## config.mk

```make
export PLATFORM = sky130hd
export DESIGN_NAME = ram_port_arbiter_flat
export DESIGN_NICKNAME = d
export VERILOG_FILES = /design/src/rtl/ram_port_arbiter_pkg.sv /design/src/rtl/ram_port_arbiter_if.sv /design/src/rtl/ram_port_arbiter_rr_arbiter2.sv /design/src/rtl/ram_port_arbiter.sv /design/src/flat_wrapper.sv
export SDC_FILE = /design/constraint.sdc
export NUM_CORES = 1
export LEC_CHECK = 0
export BUFFER_PORTS_ARGS = -buffer_cell sky130_fd_sc_hd__buf_2
export CAP_MARGIN = 10
export CORE_MARGIN = 2
export CORE_UTILIZATION = 45
export CTS_CLUSTER_DIAMETER = 50
export CTS_CLUSTER_SIZE = 24
export DETAILED_ROUTE_END_ITERATION = 10
export HOLD_SLACK_MARGIN = 0.08
export PLACE_DENSITY = 0.84
export SLEW_MARGIN = 40
export SYNTH_ARGS = -nofsm -noshare
export SYNTH_HDL_FRONTEND = slang
export SYNTH_SLANG_ARGS = --single-unit
```

## constraint.sdc

```tcl
create_clock -name Clk -period 2.95 [get_ports Clk]
set_clock_uncertainty 0.1 [all_clocks]
set_input_delay 0.885 -clock Clk [delete_from_list [all_inputs] [get_ports Clk]]
set_output_delay 0.885 -clock Clk [all_outputs]
set_load 0.02 [all_outputs]
```

## src/rtl/ram_port_arbiter_pkg.sv

```systemverilog
// Shared types and constants for the two-requester RAM port arbiter.
// State encoding, size codes, fetch-fixed fields, one-hot grant codes.
package ram_port_arbiter_pkg;

  localparam int ADDR_W = 9;
  localparam int DATA_W = 32;

  typedef enum logic [1:0] {
    S_IDLE  = 2'd0,
    S_BUSY  = 2'd1,
    S_DONE  = 2'd2
`ifdef RAM_TIMEOUT_EN
    ,
    S_ABORT = 2'd3
`endif
  } state_t;

  localparam logic [1:0] SIZE_BYTE = 2'b00;
  localparam logic [1:0] SIZE_HALF = 2'b01;
  localparam logic [1:0] SIZE_WORD = 2'b11;

  localparam logic              FETCH_RW    = 1'b1;
  localparam logic [1:0]        FETCH_SIZE  = SIZE_WORD;
  localparam logic [DATA_W-1:0] FETCH_WDATA = '0;

  localparam logic [1:0] GNT_FETCH = 2'b01;
  localparam logic [1:0] GNT_DATA  = 2'b10;

endpackage

```

## src/rtl/ram_port_arbiter_if.sv

```systemverilog
// Requester and RAM bundle for the RAM port arbiter.
// slave: arbiter side; master: requesters plus RAM side.
interface ram_port_arbiter_if;
  import ram_port_arbiter_pkg::*;

  logic              fetchReq;
  logic [ADDR_W-1:0] fetchAddr;
  logic              fetchDone;
  logic              dataReq;
  logic [ADDR_W-1:0] dataAddr;
  logic              dataRW;
  logic [1:0]        dataSize;
  logic [DATA_W-1:0] dataWData;
  logic              dataDone;
  logic [DATA_W-1:0] rdata;
  logic              err;
  logic              ramMFA;
  logic              ramRW;
  logic [ADDR_W-1:0] ramAddress;
  logic [DATA_W-1:0] ramDataIn;
  logic [1:0]        ramDataSize;
  logic              ramMFC;
  logic [DATA_W-1:0] ramDataOut;

  modport slave (
    input  fetchReq, fetchAddr,
    input  dataReq, dataAddr, dataRW,
    input  dataSize, dataWData,
    input  ramMFC, ramDataOut,
    output fetchDone, dataDone,
    output rdata, err,
    output ramMFA, ramRW, ramAddress,
    output ramDataIn, ramDataSize
  );

  modport master (
    output fetchReq, fetchAddr,
    output dataReq, dataAddr, dataRW,
    output dataSize, dataWData,
    output ramMFC, ramDataOut,
    input  fetchDone, dataDone,
    input  rdata, err,
    input  ramMFA, ramRW, ramAddress,
    input  ramDataIn, ramDataSize
  );

endinterface

```

## src/rtl/ram_port_arbiter_rr_arbiter2.sv

```systemverilog
// Two-way round-robin grant: a tie goes to the side that lost last.
// In: req_fetch, req_data, last_data (1 = data won last); out: gnt one-hot.
import ram_port_arbiter_pkg::*;

module rr_arbiter2 (
  input  logic       req_fetch,
  input  logic       req_data,
  input  logic       last_data,
  output logic [1:0] gnt
);

  always_comb begin
    gnt = '0;
    unique case (1'b1)
      req_fetch && req_data:
        gnt = last_data ? GNT_FETCH : GNT_DATA;
      req_fetch && !req_data:
        gnt = GNT_FETCH;
      !req_fetch && req_data:
        gnt = GNT_DATA;
      default:
        gnt = '0;
    endcase
  end

endmodule

```

## src/rtl/ram_port_arbiter.sv

```systemverilog
// Shares one RAM port between fetch and load/store requesters.
// Ports: Clk, reset (async, active-low), bus (slave view of the bundle).
// Optional macro RAM_TIMEOUT_EN adds a BUSY timeout and ABORT state.
import ram_port_arbiter_pkg::*;

module ram_port_arbiter #(
  parameter int TIMEOUT_CYCLES = 15
) (
  input  logic               Clk,
  input  logic               reset,
  ram_port_arbiter_if.slave  bus
);

  if (TIMEOUT_CYCLES < 1) begin : g_bad_timeout
    $error("TIMEOUT_CYCLES must be at least 1");
  end

  state_t            state;
  state_t            state_nx;
  logic [1:0]        gnt;
  logic              grant;
  logic              last_data;
  logic              own_data;
  logic              rw_q;
  logic [ADDR_W-1:0] addr_q;
  logic [DATA_W-1:0] wdata_q;
  logic [1:0]        size_q;
  logic [DATA_W-1:0] rdata_q;
  logic              finish;

  rr_arbiter2 u_rr (
    .req_fetch (bus.fetchReq),
    .req_data  (bus.dataReq),
    .last_data (last_data),
    .gnt       (gnt)
  );

  // A still-high MFC means the RAM has not released the last access.
  assign grant = (state == S_IDLE) && !bus.ramMFC && (|gnt);

`ifdef RAM_TIMEOUT_EN
  localparam int CW = $clog2(TIMEOUT_CYCLES + 1);
  logic [CW-1:0] cnt;
  logic          expire;

  assign expire = (cnt == CW'(TIMEOUT_CYCLES - 1));

  always_ff @(posedge Clk or negedge reset) begin
    if (!reset) begin
      cnt <= '0;
    end else if (grant) begin
      cnt <= '0;
    end else if (state == S_BUSY) begin
      cnt <= cnt + 1'b1;
    end
  end
`endif

  always_ff @(posedge Clk or negedge reset) begin
    if (!reset) begin
      state <= S_IDLE;
    end else begin
      state <= state_nx;
    end
  end

  always_comb begin
    state_nx = state;
    unique case (state)
      S_IDLE: begin
        if (grant) state_nx = S_BUSY;
      end
      S_BUSY: begin
        // Completion wins over a coincident timeout.
        if (bus.ramMFC) begin
          state_nx = S_DONE;
        end
`ifdef RAM_TIMEOUT_EN
        else if (expire) begin
          state_nx = S_ABORT;
        end
`endif
      end
      S_DONE: begin
        state_nx = S_IDLE;
      end
`ifdef RAM_TIMEOUT_EN
      S_ABORT: begin
        state_nx = S_IDLE;
      end
`endif
      default: begin
        state_nx = S_IDLE;
      end
    endcase
  end

  always_ff @(posedge Clk or negedge reset) begin
    if (!reset) begin
      last_data <= 1'b1;
      own_data  <= 1'b0;
      rw_q      <= 1'b1;
      addr_q    <= '0;
      wdata_q   <= '0;
      size_q    <= '0;
      rdata_q   <= '0;
    end else begin
      if (grant) begin
        last_data <= gnt[1];
        own_data  <= gnt[1];
        if (gnt[1]) begin
          rw_q    <= bus.dataRW;
          addr_q  <= bus.dataAddr;
          wdata_q <= bus.dataWData;
          size_q  <= bus.dataSize;
        end else begin
          rw_q    <= FETCH_RW;
          addr_q  <= bus.fetchAddr;
          wdata_q <= FETCH_WDATA;
          size_q  <= FETCH_SIZE;
        end
      end
      if (state == S_BUSY && bus.ramMFC && rw_q) begin
        rdata_q <= bus.ramDataOut;
      end
    end
  end

`ifdef RAM_TIMEOUT_EN
  assign finish  = (state == S_DONE) || (state == S_ABORT);
  assign bus.err = (state == S_ABORT);
`else
  assign finish  = (state == S_DONE);
  assign bus.err = 1'b0;
`endif

  assign bus.fetchDone   = finish && !own_data;
  assign bus.dataDone    = finish && own_data;
  assign bus.rdata       = rdata_q;
  assign bus.ramMFA      = (state == S_BUSY);
  assign bus.ramRW       = rw_q;
  assign bus.ramAddress  = addr_q;
  assign bus.ramDataIn   = wdata_q;
  assign bus.ramDataSize = size_q;

endmodule

```

## src/flat_wrapper.sv

```systemverilog
// flat-port wrapper written by rule: the top's interface ports become plain ports
module ram_port_arbiter_flat 
#(
  parameter int TIMEOUT_CYCLES = 15
)
  (Clk, reset, bus_fetchReq, bus_fetchAddr, bus_dataReq, bus_dataAddr, bus_dataRW, bus_dataSize, bus_dataWData, bus_ramMFC, bus_ramDataOut, bus_fetchDone, bus_dataDone, bus_rdata, bus_err, bus_ramMFA, bus_ramRW, bus_ramAddress, bus_ramDataIn, bus_ramDataSize);
  ram_port_arbiter_if bus_i ();
  input  logic Clk;
  input  logic reset;
  input wire logic [$bits(bus_i.fetchReq)-1:0] bus_fetchReq;
  input wire logic [$bits(bus_i.fetchAddr)-1:0] bus_fetchAddr;
  input wire logic [$bits(bus_i.dataReq)-1:0] bus_dataReq;
  input wire logic [$bits(bus_i.dataAddr)-1:0] bus_dataAddr;
  input wire logic [$bits(bus_i.dataRW)-1:0] bus_dataRW;
  input wire logic [$bits(bus_i.dataSize)-1:0] bus_dataSize;
  input wire logic [$bits(bus_i.dataWData)-1:0] bus_dataWData;
  input wire logic [$bits(bus_i.ramMFC)-1:0] bus_ramMFC;
  input wire logic [$bits(bus_i.ramDataOut)-1:0] bus_ramDataOut;
  output wire logic [$bits(bus_i.fetchDone)-1:0] bus_fetchDone;
  output wire logic [$bits(bus_i.dataDone)-1:0] bus_dataDone;
  output wire logic [$bits(bus_i.rdata)-1:0] bus_rdata;
  output wire logic [$bits(bus_i.err)-1:0] bus_err;
  output wire logic [$bits(bus_i.ramMFA)-1:0] bus_ramMFA;
  output wire logic [$bits(bus_i.ramRW)-1:0] bus_ramRW;
  output wire logic [$bits(bus_i.ramAddress)-1:0] bus_ramAddress;
  output wire logic [$bits(bus_i.ramDataIn)-1:0] bus_ramDataIn;
  output wire logic [$bits(bus_i.ramDataSize)-1:0] bus_ramDataSize;
  assign bus_i.fetchReq = bus_fetchReq;
  assign bus_i.fetchAddr = bus_fetchAddr;
  assign bus_i.dataReq = bus_dataReq;
  assign bus_i.dataAddr = bus_dataAddr;
  assign bus_i.dataRW = bus_dataRW;
  assign bus_i.dataSize = bus_dataSize;
  assign bus_i.dataWData = bus_dataWData;
  assign bus_i.ramMFC = bus_ramMFC;
  assign bus_i.ramDataOut = bus_ramDataOut;
  assign bus_fetchDone = bus_i.fetchDone;
  assign bus_dataDone = bus_i.dataDone;
  assign bus_rdata = bus_i.rdata;
  assign bus_err = bus_i.err;
  assign bus_ramMFA = bus_i.ramMFA;
  assign bus_ramRW = bus_i.ramRW;
  assign bus_ramAddress = bus_i.ramAddress;
  assign bus_ramDataIn = bus_i.ramDataIn;
  assign bus_ramDataSize = bus_i.ramDataSize;
  ram_port_arbiter #(.TIMEOUT_CYCLES(TIMEOUT_CYCLES)) u_core (.Clk(Clk), .reset(reset), .bus(bus_i));
endmodule
```

# Yosys cells after proc, flatten, opt, wreduce, memory -nomap -nowiden

Index checks and enable logic that the tools add are counted.

Bits in registers: 80
Latch bits: 0
Memory bits (writable): 0
Memory bits (read-only): 0
Input port bits: 90
Output and inout bits: 80
Word-level logic and storage cells: 37
Memories kept: 0

Add/subtract/negate cells: 0
Multipliers: 0
Div/mod/pow operators: 0
$lt $le $gt $ge: 0
Equality and inequality tests: 4
Shifts and indexed selects: 0
Muxes and demuxes: 9
Bitwise gates (word level): 0
Reduce and logical (&&, ||, !) cells: 16

Operators by type and width:

| cell               | number |
|---|---|
| $mux 32            | 1 |
| $logic_and 1x1->1  | 9 |
| $mux 9             | 1 |
| $mux 2             | 4 |
| $pmux 2 s3         | 1 |
| $logic_not 1->1    | 4 |
| $pmux 2 s2         | 1 |
| $eq 2x1->1 const B | 1 |
| $eq 2x2->1 const B | 1 |
| $logic_not 2->1    | 1 |
| $ne 2x1->1 const B | 1 |
| $ne 2x2->1 const B | 1 |
| $reduce_and 2->1   | 1 |
| $reduce_or 2->1    | 1 |
| $mux 1             | 1 |

# Depth between registers and ports, before layout

Gate-level depths: netlist of the first run.

Depth in word-level cells: 7
Mapped depth: 5

# Modules after synthesis

A second synthesis of the first run with hierarchy kept.

Cell total of the unflattened synthesis: 261
Area total of the unflattened synthesis: 3574.7 um^2

By module, submodules not included:

| module           | times used | cells each | area an instance (um^2) | sequential area each (um^2) |
|---|---|---|---|---|
| ram_port_arbiter | 1          | 258        | 3555.9                  | 2004.4 |
| rr_arbiter2      | 1          | 3          | 18.8                    | 0.0 |

# Worst setup path after synthesis of the first run

OpenSTA, ideal clock, no wires.

Kind: input -> register
From: input bus_dataReq
To: register u_core.size_q[0] (netlist: u_core.bus.ramDataSize[0])
Library setup time: 121 ps
Data arrival time: 1827 ps
Required time: 2729 ps
Path slack: 902 ps
Cell stages on the path: 4
Buffers on the path: 1
Path through: a21bo_4 buf_6 or4_4 o22a_1

Cells in the longest elaborated chain, start to end: 5
Elaborated cells on any way between the ends: 8
Classes of those cells: mux: 2; reduce/logical: 6

RTL lines:

| element                | line                               | RTL |
|---|---|---|
| start: declaration     | flat_wrapper.sv:12                 | `input wire logic [$bits(bus_i.dataReq)-1:0] bus_dataReq;` |
| $logic_not 1->1        | ram_port_arbiter_rr_arbiter2.sv:17 | `req_fetch && !req_data:` |
| $logic_and 1x1->1      | ram_port_arbiter_rr_arbiter2.sv:17 |  |
| $pmux 2 s3 (*)         | ram_port_arbiter_rr_arbiter2.sv:14 | `unique case (1'b1)` |
| $reduce_or 2->1        | ram_port_arbiter.sv:39             | `assign grant = (state == S_IDLE) && !bus.ramMFC && (\|gnt);` |
| $logic_and 1x1->1      | ram_port_arbiter.sv:39             |  |
| end signal: assignment | ram_port_arbiter.sv:115            | `size_q <= bus.dataSize;` |
| end: declaration       | ram_port_arbiter.sv:27             | `logic [1:0] size_q;` |

Every way passes the cells marked *; elsewhere a longest branch is shown, timed or not.
A chain may end at the register's enable or synchronous reset.

# Worst setup path after layout of the first run

From: register u_core.state[1]
To: output bus_ramMFA

Cells in the longest elaborated chain, start to end: 1

RTL lines:

| element                  | line                    | RTL |
|---|---|---|
| start: declaration       | ram_port_arbiter.sv:18  | `state_t state;` |
| start signal: assignment | ram_port_arbiter.sv:63  | `state <= state_nx;` |
| $eq 2x1->1               | ram_port_arbiter.sv:140 | `assign bus.ramMFA = (state == S_BUSY);` |
| end: declaration         | flat_wrapper.sv:23      | `output wire logic [$bits(bus_i.ramMFA)-1:0] bus_ramMFA;` |

No other way between the ends.

==> out/metrics.yaml, run 1 <==
sta:
  period_needed_ps: 2270
  finalMaxSlewViolations: 0
  rsz0062_at_grt: "no"
  max_freq_ghz: 0.441
  tightest_slew_ps: 539
  relSlewSlack: 0.640
  setup_viol_count_final: 0
  period_share: 0.769
  hold_viol: 0
  tns_ps: 0
clock_tree:
  cts_tree: "yes"
  cts_setup_buffers: 0
  clock_tree.buffer_depth: 2
  cts_sinks: 80
  cts_resized: 0
  cts_made_buffers: 9
  cts_root_buf: "clkbuf_8"
  ctsHoldBuffers: 0
  clk_latency_ps: 320
  cts.htree.levels: 3
  clk_pin_slew_ps: 80
route:
  drt_iter0_drc: 61
  wire_per_inst_um: 15.1
  ant_nets: 0
  avgViaCountPerCell: 5.11
  vias: 2305
  routed_wl_mm: 6.81
  drc: 0
  dr.pass1.iters: 4
synthesis:
  synth_edf_count: 0
  syn_inst: 197
  yosysSeqAreaShare: 0.649
  ys_warn_count: 0
  ys_ff_latch: 80
  syn_avg_cell_area_um2: 15.7
  yosysUniqueCellTypes: 28
  syn-num-nets: 287
  synth_ff_type: "dfrtp_1"
  synth_area_um2: 3090
  async_reset_ff_frac: 1.00
global_route:
  grt.busiest_layer: "met2"
  grt_pass1_vias: 2204
  use_met2: 0.276
  grt_util_met1: 0.237
  antenna_found_initial: 0
  grt_pass1_wl_mm: 10.4
  use_met3: 0.0467
  overflow: 0
  grt_max_degree: 47
  groute.usage.overall: 0.177
critical_path:
  cp.arrival_ps: 1280
  critPathKind: "reg2out"
  reg2regPathDepth: 3
  cp_max_fo: 6
  r2r-start: "u_core.state[1]$_DFFE_PN0P_"
  required_ps: 1970
  start_kind: "register"
  r2r_slack_ps: 1120
  end_kind: "primary output"
  worstSetupStartpoint: "u_core.state[1]$_DFFE_PN0P_"
  rr_endpoint: "u_core.bus.rdata[7]$_DFFE_PN0P_"
  endpoint: "bus_ramMFA"
final_layout:
  layout_common_cells: "buf_2 (167), dfrtp_1 (78), mux2_1 (32), a22o_1 (32)"
  area_growth_pct: 35.7
  fin_nets: 456
  final_common_cell: "buf_2"
  layout-drive-gt1-share: 0.526
  fill_cells: 549
  antenna_cells: 0
  instances_no_fill: 451
floorplanning:
  core-area_um2: 6720
  die_area_um2: 7540
  die_w_um: 86.8
  io_pins: 170
  row_count: 30
  start_util: 0.459
  die_y_um: 86.8
power:
  power_frac_clock: 0.202
  power.leakage_uw: 0.00215
  power_density_nw_per_um2: 1000
  power_uw: 4210
  cell_internal_pwr_uw: 2650
  pwr-share-seq: 0.419
  p_sw_frac: 0.369
  p_sw_uw: 1550
  pwr-share-comb: 0.378
  vdd_drop_max_v: 0.000408
placement:
  dp_cells: 435
  place.gp.congestion: 0.738
  port-buffer-count: 168
  place_hpwl_mm: 4.96
outcome:
  outcome: "complete, no violations"
worst_hold_path:
  hold_class: "in2async"
job:
  drv_cap: 0
==> power by group through the flow <==
stage                     logic, µW  registers [µW]  clock network [µW]
after floorplan                 489            2290                   0
after global placement         1570            1760                   0
after detailed placement       1620            1780                   0
after CTS                      1620            1770                 875
after global routing           1710            1820                 931
final                          1590            1760                 851
==> worst min path at each step <==
stage,from,endpoint,slack (ps),cells past startpoint
finish,reset,u_core.bus.rdata[19]$_DFFE_PN0P_,390,1
global route,reset,u_core.bus.rdata[25]$_DFFE_PN0P_,410,1
global placement,u_core.bus.rdata[24]$_DFFE_PN0P_,u_core.bus.rdata[24]$_DFFE_PN0P_,370,1
detailed placement,u_core.bus.rdata[25]$_DFFE_PN0P_,u_core.bus.rdata[25]$_DFFE_PN0P_,380,1
CTS,reset,u_core.bus.rdata[25]$_DFFE_PN0P_,390,1
floorplan,u_core.own_data$_DFFE_PN0P_,u_core.own_data$_DFFE_PN0P_,370,1
==> through the flow <==
| stage | setup WS (ps) | cell area, µm² | utilization | hold WS (ps) |
|---|---|---|---|---|
| global placement | 799 | 3980 | 0.592 | 368 |
| floorplan | 902 | 3090 | - | 366 |
| CTS | 662 | 4190 | 0.623 | 392 |
| finish | 682 | 4190 | 0.623 | 386 |
| global route | 623 | 4190 | 0.623 | 408 |
| detailed placement | 755 | 3980 | 0.592 | 376 |
==> cell usage after synthesis, types with 2 or more instances <==
cell | count | area share
a21o_1 | 2 | 0.0049
a22o_1 | 32 | 0.091
a2bb2oi_1 | 9 | 0.026
buf_2 | 8 | 0.013
buf_6 | 4 | 0.015
dfrtp_1 | 78 | 0.63
dfstp_2 | 2 | 0.017
mux2_1 | 32 | 0.12
o22a_1 | 3 | 0.0085
o32ai_1 | 9 | 0.026
==> logic make-up (layout without fill, tap and decap cells) <==
logic type             Yosys count  after routing  synth area share
AND/OR/NAND/NOR                  9              9            0.0316
multiplexers                    32             32             0.117
AO/OA/AOI/OAI                   59             59             0.167
buffers and inverters           16            190            0.0336
other                            1              1           0.00121
flip-flops                      80             80             0.649
==> area by class of cell <==
| class | count | area (µm²) | share of cell area |
|---|---|---|---|
| sequential | 80 | 2000 | 0.478 |
| clock inverter | 5 | 81.3 | 0.0194 |
| timing repair buffer | 172 | 886 | 0.211 |
| clock buffer | 11 | 131 | 0.0314 |
| tap | 80 | 100 | 0.0239 |
| inverter | 2 | 7.51 | 0.00179 |
| multi-input combinational | 101 | 978 | 0.234 |
==> state kept, by name, summed over array words and instances (netlist names) <==
name	cells
u_core.bus.ramAddress	9
u_core.own_data	1
u_core.bus.ramDataSize	2
u_core.bus.ramRW	1
u_core.bus.ramDataIn	32
u_core.bus.rdata	32
u_core.state	2
u_core.last_data	1
==> worst max-delay path: stages (launching register included) <==
cell	delay (ps)
dfrtp_1	470
and2b_2	300
buf_2	190
==> metal layers <==
metal  vias up  share of wire
met5         -              0
met4         0          0.012
met3         9          0.080
met2       107           0.46
met1      1109           0.45
li1       1080              -
Note: power is estimated with default switching activity, not from simulation.
==> inputs of run 2 (changes only) <==
--- a/config.mk
+++ b/config.mk
@@ -8,12 +8,12 @@
 export BUFFER_PORTS_ARGS = -buffer_cell sky130_fd_sc_hd__buf_2
 export CAP_MARGIN = 10
 export CORE_MARGIN = 2
-export CORE_UTILIZATION = 45
+export CORE_UTILIZATION = 44
 export CTS_CLUSTER_DIAMETER = 50
 export CTS_CLUSTER_SIZE = 24
 export DETAILED_ROUTE_END_ITERATION = 10
 export HOLD_SLACK_MARGIN = 0.08
-export PLACE_DENSITY = 0.84
+export PLACE_DENSITY = 0.82
 export SLEW_MARGIN = 40
 export SYNTH_ARGS = -nofsm -noshare
 export SYNTH_HDL_FRONTEND = slang
==> constraint.sdc (replaced) <==
create_clock -name Clk -period 2.3 [get_ports Clk]
set_clock_uncertainty 0.1 [all_clocks]
set_input_delay 0.69 -clock Clk [delete_from_list [all_inputs] [get_ports Clk]]
set_output_delay 0.69 -clock Clk [all_outputs]
set_load 0.02 [all_outputs]
==> out/metrics.yaml, run 2 (same netlist as run 1, synthesis figures left out) <==
sta:
  setup_viol_count_final: 0
  period_needed_ps: 2080
  max_freq_ghz: 0.480
  tightest_slew_ps: 548
  finalMaxSlewViolations: 0
  hold_viol: 0
  rsz0062_at_grt: "no"
  relSlewSlack: 0.634
  period_share: 0.906
  tns_ps: 0
clock_tree:
  cts_root_buf: "clkbuf_8"
  cts_sinks: 80
  cts.htree.levels: 3
  cts_made_buffers: 9
  cts_setup_buffers: 0
  cts_resized: 0
  cts_tree: "yes"
  ctsHoldBuffers: 0
  clk_latency_ps: 330
  clock_tree.buffer_depth: 2
  clk_pin_slew_ps: 70
critical_path:
  max_stage_delay_ps: 460
  crit_chain: "and2b_2, buf_2"
  cp.arrival_ps: 1290
  required_ps: 1510
  worst_path_dominant_cell_family: "flip-flops"
  critPathKind: "reg2out"
  start_kind: "register"
  crit_slowest_cell: "dfrtp_1"
  critPathBufInv: 1
  cp_max_fo: 6
  end_kind: "primary output"
floorplanning:
  io_pins: 170
  die_w_um: 87.8
  start_util: 0.454
  core-area_um2: 6790
  die_area_um2: 7700
  row_count: 30
  die_y_um: 87.8
final_layout:
  antenna_cells: 0
  fin_nets: 457
  layout_common_cells: "buf_2 (167), dfrtp_1 (78), mux2_1 (32), a22o_1 (32), clkbuf_8 (10)"
  area_growth_pct: 38.5
  final_common_cell: "buf_2"
  layout-drive-gt1-share: 0.530
  fin_util: 0.629
  fill_cells: 537
route:
  ant_nets: 0
  dr.pass1.iters: 4
  wire_per_inst_um: 14.1
  drc: 0
  drt_iter0_drc: 57
  vias: 2261
  avgViaCountPerCell: 4.83
  routed_wl_mm: 6.58
placement:
  place_hpwl_mm: 4.89
  port-buffer-count: 168
  place.gp.congestion: 0.758
global_route:
  grt_pass1_vias: 2143
  grt_util_met1: 0.247
  overflow: 0
  use_met3: 0.0509
  antenna_found_initial: 0
  grt.busiest_layer: "met2"
  grt_pass1_wl_mm: 10.2
  grt_max_degree: 36
  use_met2: 0.249
  groute.usage.overall: 0.174
worst_hold_path:
  hold_class: "in2async"
power:
  power.leakage_uw: 0.00219
  power_density_nw_per_um2: 1300
  vdd_drop_max_v: 0.000562
outcome:
  outcome: "complete, no violations"
job:
  drv_cap: 0
[run 2: cell count changes in the layout (fill, tap and decap cells not counted), sizes merged]
cell and delta:
bufinv +1, buf +1, clkinvlp -1
[run 2: area by class of cell]
type                    count  area, µm²  area share
inverters                   2       7.51     0.00176
well taps                  96        120      0.0281
flip-flops and latches     80       2000       0.469
clock inverters             5        104      0.0243
repair buffers            173        918       0.215
clock buffers              11        141      0.0331
multi-input cells         101        978       0.229
[run 2: per-layer routing]
| metal | up-vias | wire length, µm |
|---|---|---|
| li1 | 1088 | - |
| met1 | 1058 | 3040 |
| met2 | 105 | 2870 |
| met3 | 10 | 548 |
| met4 | 0 | 108 |
| met5 | - | 0 |
[run 2: worst paths after layout]
kind / from / slack, ps / cells past startpoint / to
worst max-delay path: u_core.state[1]$_DFFE_PN0P_ / 220 / 2 / bus_ramMFA
worst min-delay path: reset / 180 / 1 / u_core.bus.rdata[17]$_DFFE_PN0P_
worst max register to register: u_core.state[1]$_DFFE_PN0P_ / 460 / 3 / u_core.bus.rdata[23]$_DFFE_PN0P_
min in group Clk: u_core.bus.rdata[3]$_DFFE_PN0P_ / 390 / 1 / u_core.bus.rdata[3]$_DFFE_PN0P_
max in group asynchronous: reset / 1370 / 2 / u_core.bus.ramDataIn[21]$_DFFE_PN0P_
worst min register to register: u_core.bus.rdata[3]$_DFFE_PN0P_ / 390 / 1 / u_core.bus.rdata[3]$_DFFE_PN0P_
[run 2: power breakdown]
part / internal, µW / switching (µW)
Combinational: 842 / 1220
Sequential: 1960 / 293
Clock: 751 / 468
Total: 3560 / 1980
[run 2: per-stage QoR]
step | instances | power (µW) | worst slack (ps) | hold WS (ps) | area, µm²
floorplan | 197 | 3560 | 447 | 294 | 3090
global route | 468 | 5870 | 157 | 201 | 4270
finish | 468 | 5540 | 216 | 184 | 4270
detailed placement | 452 | 4370 | 283 | 375 | 4030
CTS | 468 | 5610 | 182 | 181 | 4270
global placement | 452 | 4300 | 328 | 368 | 4030
